**config.mk**
```make
export PLATFORM = sky130hd
export DESIGN_NAME = clk_gate_sched_ctrl
export DESIGN_NICKNAME = d
export VERILOG_FILES = /design/src/rtl/clk_gate_sched_ctrl.sv
export SDC_FILE = /design/constraint.sdc
export NUM_CORES = 1
export LEC_CHECK = 0
export CAP_MARGIN = 40
export CELL_PAD_IN_SITES_DETAIL_PLACEMENT = 1
export CELL_PAD_IN_SITES_GLOBAL_PLACEMENT = 1
export CORE_MARGIN = 2
export CORE_UTILIZATION = 36
export DETAILED_ROUTE_END_ITERATION = 10
export HOLD_SLACK_MARGIN = 0.02
export PLACE_DENSITY_LB_ADDON = 0.1
export SLEW_MARGIN = 0
export SYNTH_ARGS = -nofsm -noshare
export SYNTH_HDL_FRONTEND = slang
export SYNTH_SLANG_ARGS = --single-unit
```
**constraint.sdc**
```tcl
create_clock -name clk_osc_100k -period 2.4 [get_ports clk_osc_100k]
set_input_delay 0.24 -clock clk_osc_100k [delete_from_list [all_inputs] [get_ports clk_osc_100k]]
set_output_delay 0.24 -clock clk_osc_100k [all_outputs]
set_load 0.05 [all_outputs]
```
**src/rtl/clk_gate_sched_ctrl.sv**
```systemverilog
// rtl/clk_gate_sched_ctrl.sv - ADC scheduler HF clock-enable controller on the 100 kHz oscillator clock
// Gated/running/hold-off FSM with wake capture and saturating gating statistics.
module clk_gate_sched_ctrl #(
  parameter int                NUM_REQ     = 3,
  parameter int                CSEL_W      = 2,
  parameter logic [CSEL_W-1:0] SLEEP_SEL   = CSEL_W'(1),
  parameter int                HOLD_CYCLES = 4,
  parameter int                CNT_W       = 16
) (
  input  logic                 clk_osc_100k,
  input  logic                 reset,
  input  logic [NUM_REQ-1:0]   ungate_req,
  input  logic [NUM_REQ-1:0]   ungate_mask,
  input  logic                 reset_timer_done,
  input  logic                 adc_run,
  input  logic                 en_sleepmode,
  input  logic [CSEL_W-1:0]    clock_select,
  input  logic                 dis_hfclock_gating,
  input  logic                 cnt_clr,
  output logic                 clk_en,
  output logic [1:0]           gate_state,
  output logic                 wake_pulse,
  output logic [NUM_REQ+3:0]   wake_src,
  output logic [CNT_W-1:0]     gate_events,
  output logic [CNT_W-1:0]     active_cycles
);

  localparam int HOLD_W = (HOLD_CYCLES > 1) ? $clog2(HOLD_CYCLES) : 1;
  localparam logic [HOLD_W-1:0] HOLD_INIT = HOLD_W'((HOLD_CYCLES > 0) ? HOLD_CYCLES - 1 : 0);

  typedef enum logic [1:0] {
    GATED   = 2'd0,
    RUNNING = 2'd1,
    HOLDOFF = 2'd2
  } state_e;

  state_e               state_q, state_d;
  logic [HOLD_W-1:0]    hold_q, hold_d;
  logic                 clk_en_q, clk_en_d;
  logic                 wake_pulse_q, wake_pulse_d;
  logic [NUM_REQ+3:0]   wake_src_q, wake_src_d;
  logic [CNT_W-1:0]     gate_events_q, gate_events_d;
  logic [CNT_W-1:0]     active_cycles_q, active_cycles_d;

  logic                 sleep_run;
  logic [NUM_REQ-1:0]   req_masked;
  logic                 req_any;
  logic [NUM_REQ+3:0]   src_vec;
  logic                 gate_evt;

  assign sleep_run  = !en_sleepmode && (clock_select != SLEEP_SEL);
  assign req_masked = ungate_req & ungate_mask;
  assign req_any    = (|req_masked) | reset_timer_done | adc_run | sleep_run | dis_hfclock_gating;
  assign src_vec    = {req_masked, reset_timer_done, adc_run, sleep_run, dis_hfclock_gating};

  always_comb begin
    state_d      = state_q;
    hold_d       = hold_q;
    wake_pulse_d = 1'b0;
    wake_src_d   = wake_src_q;
    unique case (state_q)
      GATED: begin
        if (req_any) begin
          state_d      = RUNNING;
          wake_pulse_d = 1'b1;
          wake_src_d   = src_vec;
        end
      end
      RUNNING: begin
        if (!req_any) begin
          if (HOLD_CYCLES == 0) begin
            state_d = GATED;
          end else begin
            state_d = HOLDOFF;
            hold_d  = HOLD_INIT;
          end
        end
      end
      HOLDOFF: begin
        // A returning request cancels the hold-off without being treated as a wake.
        if (req_any) begin
          state_d = RUNNING;
          hold_d  = '0;
        end else if (hold_q == '0) begin
          state_d = GATED;
        end else begin
          hold_d = hold_q - 1'b1;
        end
      end
      default: begin
        state_d = GATED;
        hold_d  = '0;
      end
    endcase
  end

  assign clk_en_d = (state_d != GATED);
  assign gate_evt = (state_q != GATED) && (state_d == GATED);

  always_comb begin
    gate_events_d   = gate_events_q;
    active_cycles_d = active_cycles_q;
    if (cnt_clr) begin
      gate_events_d   = '0;
      active_cycles_d = '0;
    end else begin
      if (gate_evt && (gate_events_q != {CNT_W{1'b1}})) begin
        gate_events_d = gate_events_q + 1'b1;
      end
      if (clk_en_q && (active_cycles_q != {CNT_W{1'b1}})) begin
        active_cycles_d = active_cycles_q + 1'b1;
      end
    end
  end

  always_ff @(posedge clk_osc_100k) begin
    if (reset) begin
      state_q         <= GATED;
      hold_q          <= '0;
      clk_en_q        <= 1'b0;
      wake_pulse_q    <= 1'b0;
      wake_src_q      <= '0;
      gate_events_q   <= '0;
      active_cycles_q <= '0;
    end else begin
      state_q         <= state_d;
      hold_q          <= hold_d;
      clk_en_q        <= clk_en_d;
      wake_pulse_q    <= wake_pulse_d;
      wake_src_q      <= wake_src_d;
      gate_events_q   <= gate_events_d;
      active_cycles_q <= active_cycles_d;
    end
  end

  assign clk_en        = clk_en_q;
  assign gate_state    = state_q;
  assign wake_pulse    = wake_pulse_q;
  assign wake_src      = wake_src_q;
  assign gate_events   = gate_events_q;
  assign active_cycles = active_cycles_q;

endmodule

```
Yosys cells after proc, flatten, opt, wreduce, memory -nomap -nowiden
Index checks and enable logic that the tools add are counted.
{"block": "totals", "register_bits": 45, "in_bits": 15, "elab_cells": 48}
{"block": "classes", "addsub": 3, "n_eq_ne": 7, "n_reduce_logical": 15, "bitwise_logic": 6, "muxes": 10}
{"operator": "$add 16x1->16 const B", "count": 2}
{"operator": "$ne 16x16->1 const B", "count": 2}
{"operator": "$mux 2", "count": 7}
{"operator": "$pmux 2 s3", "count": 2}
{"operator": "$logic_not 2->1", "count": 3}
{"operator": "$logic_and 1x1->1", "count": 4}
{"operator": "$or 1x1->1", "count": 4}
{"operator": "$reduce_bool 2->1", "count": 2}
{"operator": "$reduce_or 2->1", "count": 2}
{"operator": "$and 3x3->3", "count": 1}
{"operator": "$ne 3x3->1 const B", "count": 1}
{"operator": "$reduce_and 3->1", "count": 1}
{"operator": "$reduce_or 3->1", "count": 1}
{"operator": "$eq 2x1->1 const B", "count": 1}
{"operator": "$eq 2x2->1 const B", "count": 1}
{"operator": "$ne 2x1->1 const B", "count": 1}
{"operator": "$ne 2x2->1 const B", "count": 1}
{"operator": "$reduce_and 2->1", "count": 1}
{"operator": "$sub 2x1->2 const B", "count": 1}
{"operator": "$logic_not 1->1", "count": 1}
{"operator": "$mux 1", "count": 1}
{"operator": "$not 1->1", "count": 1}

Depth between registers and ports, before layout
Gate-level depths: netlist of the first run.
{"block": "depth", "ltp_word": 11, "ltp_mapped": 11}

Worst setup path before layout of the first run
Ideal clock, no wire load.
{"block": "synth_path", "kind": "reg2reg", "start": "register state_q[1] (netlist: gate_state[1])", "end": "register gate_events_q[4] (netlist: gate_events[4])", "path_buffers": 2, "path_stages_with_launch": 11, "arrival_time_ns": 2.453, "t_required_ns": 2.329, "setup_time_ns": 0.071, "path_slack_ns": -0.123, "path_cell_list": "dfxtp_1 -> inv_1 -> ha_1 -> buf_2 -> a211oi_1 -> nor2_1 -> o21ai_4 -> o211ai_4 -> buf_6 -> or4_1 -> a21oi_1"}
{"block": "synth_via", "elab_chain_cells": 6, "elab_cells_between_ends": 12, "cone_classes": "2 x eq/ne; 5 x mux; 5 x reduce/logical"}
{"item": "start, declared", "line_no": "37", "text": "state_e state_q, state_d;"}
{"item": "start signal, assigned", "line_no": "126", "text": "state_q <= state_d;"}
{"item": "$mux 2", "line_no": "84", "text": "end else if (hold_q == '0) begin"}
{"item": "$mux 2", "line_no": "81", "text": "if (req_any) begin"}
{"item": "$pmux 2 s3", "line_no": "61", "text": "unique case (state_q)"}
{"item": "$logic_not 2->1", "line_no": "98", "text": "assign gate_evt = (state_q != GATED) && (state_d == GATED);"}
{"item": "$logic_and 1x1->1 *", "line_no": "98"}
{"item": "$logic_and 1x1->1 *", "line_no": "107", "text": "if (gate_evt && (gate_events_q != {CNT_W{1'b1}})) begin"}
{"item": "end signal, assigned", "line_no": "131", "text": "gate_events_q <= gate_events_d;"}
{"item": "end, declared", "line_no": "42", "text": "logic [CNT_W-1:0] gate_events_q, gate_events_d;"}
Every way passes the cells marked *; elsewhere a longest branch is shown, timed or not.
A chain may end at the register's enable or synchronous reset.

Final worst setup path of the first run
{"block": "layout_path", "start": "register gate_events_q[1] (netlist: gate_events[1])", "end": "register gate_events_q[8] (netlist: gate_events[8])"}
{"block": "layout_via", "elab_chain_cells": 2, "elab_cells_between_ends": 3, "cone_classes": "1 x add/sub; 1 x eq/ne; 1 x reduce/logical"}
{"item": "branches (longest 2 deep; another with $add 16x1->16)"}
Several ways; the timed one is not identified.

==> flow_summary.toml, run 1 <==
[cts]
cts.sinks = 45
cts_hold_buf = 0
cts_max_path_buffers = 2
cts_root_buf = "clkbuf_8"
clk_latency_ns = 0.30
cts_max_level = 2
cts_tree = "built"
clk_pin_slew_worst_paths_ns = 0.08
numCtsBuffers = 5

[detailed_routing]
final_antenna_net_count = 0
routedWlPerCell_um = 16.1
drtIter0Drc = 62
drt_pre_antenna_iters = 4
via_count = 2258
routed_via_density = 5.55
post-route-drc-count = 0
wl_um = 6540

[logic_synthesis]
syn_area_mm2 = 0.00228
synth_cells = 268
yosysTopAreaCell = "dfxtp_1"
ys_warn_count = 0
yosys-top-cells-count = "dfxtp_1, nand2_1, a21oi_1, nor2_1, nand3_1"
synth_nets = 290
synth_area_leaders = "dfxtp_1, a21oi_1, nand2_1, ha_1, nor2_1"
synth_most_common_cell = "dfxtp_1"
avgSynthCellArea_um2 = 8.50
ys_seq_elements = 45
async_flop_share_pct = 0
synth-edff-count = 0
synth_ff_type = "dfxtp_1"
synth_top_area_share_pct = 39.6
ys_seq_area_share_pct = 39.6
synth_cell_type_count = 47

[sta]
setup-tns-final_ns = 0
worst_pin_slew_ns = 0.568
slew-limit-headroom_pct = 62.1
final_hold_viol_count = 0
skew_ns = 0.00220
fmax_mhz = 441
period_needed_ns = 2.27
final-setup-viol-count = 0
slew_viol_final = 0
fin_crit_sh_pct = 94.5
fin_ws_ns = 0.131

[final_layout]
ff_latch_area_um2 = 903
utilization_pct = 51.3
area_delta_synth_final_pct = 35.8
n_antenna_cell = 0
drive_gt1_share_pct = 9.64
fin_cells = 407
fin_area_mm2 = 0.00309
multi_input_area_mm2 = 0.00133
n_fill_cell = 721
fin_nets = 354

[pwr]
powerDensity_mw_per_mm2 = 529
peakVddDrop_mv = 0.265
power_leakage_uw = 0.00103

[setup_path]
regToRegEndpoint = "gate_events[8]$_SDFFE_PP0P_"
startpoint_type = "flip-flop"
r2r_start = "gate_events[1]$_SDFFE_PP0P_"
cp.required_ns = 2.63
r2r_slack_ns = 0.13
arrival_ns = 2.50
path_class = "reg2reg"
critical_path.max_fanout = 24
r2r_cells = 6
end_kind = "flip-flop"

[floorplan]
die_x_um = 83.5
row_count = 28
die_h_um = 83.5
dieArea_mm2 = 0.00698
pin_count = 58
start_util_pct = 37.8
coreArea_mm2 = 0.00603

[placement]
dp_cells = 398
pre_cts_ws_ns = -0.0353
gp_congestion = 0.762
placed_area_mm2 = 0.00295
dp.final_hpwl_um = 4560
port_buffers = 57

[grt]
grt_first_pass_wirelength_um = 10700
grt_pass1_vias = 2255
grt_start_max_net_pins = 28
overflow = 0
antenna_found_initial = 0
track_usage_pct = 18.5

[worst_hold_path]
hp-start = "wake_src[2]$_SDFFE_PP0P_"
hold_depth = 2
hold_class = "reg2reg"
worst_hold_path.endpoint = "wake_src[2]$_SDFFE_PP0P_"

[flow_run]
drv_cap = 0

[status]
outcome = "finished, final reports clean"
power breakdown:
group          internal (µW)  switching [µW]  total (µW)  leakage (µW)
logic                    109             181         290      0.000614
clock network            303             267         570     0.0000540
registers                764            13.4         777      0.000365
critical path, stage by stage, from the launching register on:
cell and delay [ns]:
dfxtp_1 0.36, ha_1 0.22, and2_1 0.22, and4_1 0.26, and2b_2 0.35, or4_1 0.59
a21oi_1 0.18
area by class of cell:
type | count | share of cell area (%)
inverter | 6 | 0.728
clock inverter | 2 | 1.13
clock buffer | 5 | 2.22
tap | 75 | 3.03
timing repair buffer | 66 | 20.6
multi-input combinational | 208 | 43.0
sequential | 45 | 29.2
routing by layer:
layer	wire [µm]	GRT usage, %
met1	3020	23.5
met2	3240	32.3
met3	178	3.66
met4	95	4.55
met5	0	0
flip-flops by register name, indices dropped and copies added, names as in the netlist:
signal         count
hold_q             2
clk_en             1
wake_pulse         1
active_cycles     16
gate_state         2
gate_events       16
wake_src           7
cell families after synthesis:
logic type | Yosys count | share of synthesized area [%]
compound gates | 70 | 21.3
xor+xnor | 10 | 3.85
fa+ha+maj | 7 | 3.85
buf+inv | 16 | 3.30
flops | 45 | 39.6
mux | 1 | 0.440
simple gates | 119 | 27.7
worst max path at each step:
stage | startpoint | end | slack, ns
3_5_place_dp | dis_hfclock_gating | gate_events[14]$_SDFFE_PP0P_ | -0.04
6_report | gate_events[1]$_SDFFE_PP0P_ | gate_events[8]$_SDFFE_PP0P_ | 0.13
4_1_cts | gate_state[1]$_SDFF_PP0_ | gate_events[14]$_SDFFE_PP0P_ | 0.003
2_1_floorplan | gate_state[1]$_SDFF_PP0_ | gate_events[4]$_SDFFE_PP0P_ | 0.12
3_3_place_gp | ungate_req[0] | gate_events[5]$_SDFFE_PP0P_ | 0.11
5_1_grt | gate_events[1]$_SDFFE_PP0P_ | gate_events[8]$_SDFFE_PP0P_ | -0.004
what timing repair did:
| item | CTS | global route |
|---|---|---|
| hold endpoints to repair | 0 | 0 |
| setup endpoints to repair | 0 | 15 |
| buffers inserted | 0 | 1 |
| gates resized for setup | 0 | 4 |
stage by stage:
stage	hold slack, ns	total power (µW)
finish	0.467	1640
global route	0.504	1710
CTS	0.468	1640
detailed placement	0.454	1070
global placement	0.443	1060
floorplan	0.309	968
cell usage in the layout, fill, tap and decap left out, types with 4 or more instances in the layout:
master,count
o31ai_1,10
or3_1,4
clkbuf_8,5
a31oi_1,7
nand2_1,29
and3_1,4
and4_1,5
buf_4,9
xor2_1,8
o21ai_0,9
dfxtp_1,43
nand3_1,16
a21oi_1,25
ha_1,6
and2_1,4
nor2_1,22
nand4_1,6
or4_1,10
inv_1,6
nor3_1,6
clkdlybuf4s50_1,57
(Power assumes the default switching activity.)
==> run 2: changes to the inputs <==
--- a/config.mk
+++ b/config.mk
@@ -7,9 +7,9 @@
 export LEC_CHECK = 0
 export CAP_MARGIN = 40
 export CELL_PAD_IN_SITES_DETAIL_PLACEMENT = 1
-export CELL_PAD_IN_SITES_GLOBAL_PLACEMENT = 1
+export CELL_PAD_IN_SITES_GLOBAL_PLACEMENT = 2
 export CORE_MARGIN = 2
-export CORE_UTILIZATION = 36
+export CORE_UTILIZATION = 25
 export DETAILED_ROUTE_END_ITERATION = 10
 export HOLD_SLACK_MARGIN = 0.02
 export PLACE_DENSITY_LB_ADDON = 0.1
==> constraint.sdc (replaced) <==
create_clock -name clk_osc_100k -period 1.8 [get_ports clk_osc_100k]
set_input_delay 0.18 -clock clk_osc_100k [delete_from_list [all_inputs] [get_ports clk_osc_100k]]
set_output_delay 0.18 -clock clk_osc_100k [all_outputs]
set_load 0.05 [all_outputs]
==> flow_summary.toml, run 2 (synthesized netlist as in run 1, its figures left out) <==
[cts]
cts_root_buf = "clkbuf_8"
numCtsBuffers = 5
cts.sinks = 45
cts_hold_buf = 0
cts_max_level = 2
cts_tree = "built"
cts_max_path_buffers = 2
clk_pin_slew_worst_paths_ns = 0.09
clk_latency_ns = 0.30

[sta]
skew_ns = 0.0118
slew_viol_final = 0
fin_ws_ns = -0.149
worst_pin_slew_ns = 0.520
fmax_mhz = 513
final_hold_viol_count = 0
final-setup-viol-count = 16
rsz0062_at_grt = "true"
fin_crit_sh_pct = 108
slew-limit-headroom_pct = 65.2
period_needed_ns = 1.95
setup-tns-final_ns = -1.80

[pwr]
switching_share_pct = 31.0
clkPwrFrac_pct = 28.6
total_power_uw = 2230
p_sw_uw = 691
powerDensity_mw_per_mm2 = 580
peakVddDrop_mv = 0.274
internal-power_uw = 1540
power_leakage_uw = 0.00152
seqPwrFrac_pct = 46.3
p_comb_share_pct = 25.1

[grt]
grt_util_met2_pct = 26.0
use_met3_pct = 3.23
track_usage_pct = 15.6
top_usage_layer = "met2"
antenna_found_initial = 0
grt_start_max_net_pins = 20
grt_first_pass_wirelength_um = 12600
overflow = 0
grt_pass1_vias = 2530
grt_use_met1_pct = 21.1

[detailed_routing]
routedWlPerCell_um = 15.1
post-route-drc-count = 0
drt_pre_antenna_iters = 4
final_antenna_net_count = 0
via_count = 2514
routed_via_density = 5.02
drtIter0Drc = 39
wl_um = 7570

[final_layout]
final_cell_mix = "buf_4, clkdlybuf4s50_1, nand2_1"
layout_commonest_cell = "buf_4"
area_delta_synth_final_pct = 68.7
n_antenna_cell = 0
drive_gt1_share_pct = 37.7
fin_nets = 414

[setup_path]
slowest_delay_ns = 0.43
crit_chain = "buf_6, ha_4, a221oi_4, buf_6, o211ai_4, or4_1, a21oi_1"
cpMostUsedCell = "buf_6"
arrival_ns = 2.17
critical_path.max_fanout = 5
startpoint_type = "flip-flop"
path_class = "reg2reg"
cp.required_ns = 2.02
end_kind = "flip-flop"
r2r_start = "gate_state[0]$_SDFF_PP0_"
slowest_stage = "or4_1"
crit_start = "gate_state[0]$_SDFF_PP0_"

[placement]
port_buffers = 57
gp_congestion = 0.754
dp.final_hpwl_um = 5470

[floorplan]
dieArea_mm2 = 0.00989
die_x_um = 99.4
coreArea_mm2 = 0.00876
row_count = 34
pin_count = 58
die_h_um = 99.4
start_util_pct = 26.0

[flow_run]
drv_cap = 0

[worst_hold_path]
hold_class = "in2reg"
hp-start = "dis_hfclock_gating"

[status]
outcome = "finished, violations left"
violations = "negative setup slack"
==> run 2: cell count changes in the layout (fill, tap and decap cells not counted), moves of 8 or more <==
cell / delta
buf_4: +54
buf_6: +8
clkdlybuf4s50_1: -14
dfxtp_1: -24
dfxtp_2: +20
dlymetal6s2s_1: +8
==> run 2: path summary, 6_finish.rpt <==
check	end	slack, ns	cells after the start
hold reg to reg	wake_src[2]$_SDFFE_PP0P_	0.46	2
setup reg to reg	gate_events[7]$_SDFFE_PP0P_	-0.15	7
hold / removal	wake_src[0]$_SDFFE_PP0P_	0.30	3
setup / recovery	gate_events[7]$_SDFFE_PP0P_	-0.15	7
==> run 2: through the flow <==
step           area, µm²  hold slack, ns  worst slack, ns  instances  util, %
6_report            3840           0.304           -0.149        501     43.8
5_1_grt             3840           0.305           -0.240        501     43.8
4_1_cts             3740           0.288           -0.168        498     42.6
3_5_place_dp        3480           0.456           -0.418        482     39.7
3_3_place_gp        3480           0.443           -0.400        482     39.7
2_1_floorplan       2410           0.246           -0.161        268        -
==> run 2: metal layers <==
metal	share of wire, %	vias to the layer above
li1	-	1250
met1	47	1213
met2	48	49
met3	4.5	2
met4	0.38	0
met5	0	-
==> run 2: cell type report <==
cell class	instances	area [µm²]
fill	1039	4920
multi-input combinational	209	1530
timing repair buffer	125	1120
sequential	45	943
tap	108	135
clock buffer	5	68.8
inverter	6	27.5
clock inverter	3	17.5
==> run 2: worst max-delay path: cells and delay by family (launching register included) <==
| kind | cells | cell delay, ns |
|---|---|---|
| compound gates | 3 | 0.60 |
| simple gates | 1 | 0.43 |
| flops | 1 | 0.36 |
| buf+inv | 2 | 0.31 |
| fa+ha+maj | 1 | 0.17 |
==> run 2: timing repair <==
action,CTS,global route
pin swaps,14,7
gates resized for setup,24,23
gates cloned,2,0
endpoints found under the setup margin,17,27
setup buffers,6,3
==> run 2: power groups by stage <==
stage | Sequential, µW | Combinational (µW) | Clock (µW)
2_1_floorplan | 1130 | 176 | 0
3_3_place_gp | 1050 | 448 | 0
3_5_place_dp | 1050 | 454 | 0
4_1_cts | 1030 | 546 | 680
5_1_grt | 1030 | 602 | 726
6_report | 1030 | 560 | 638
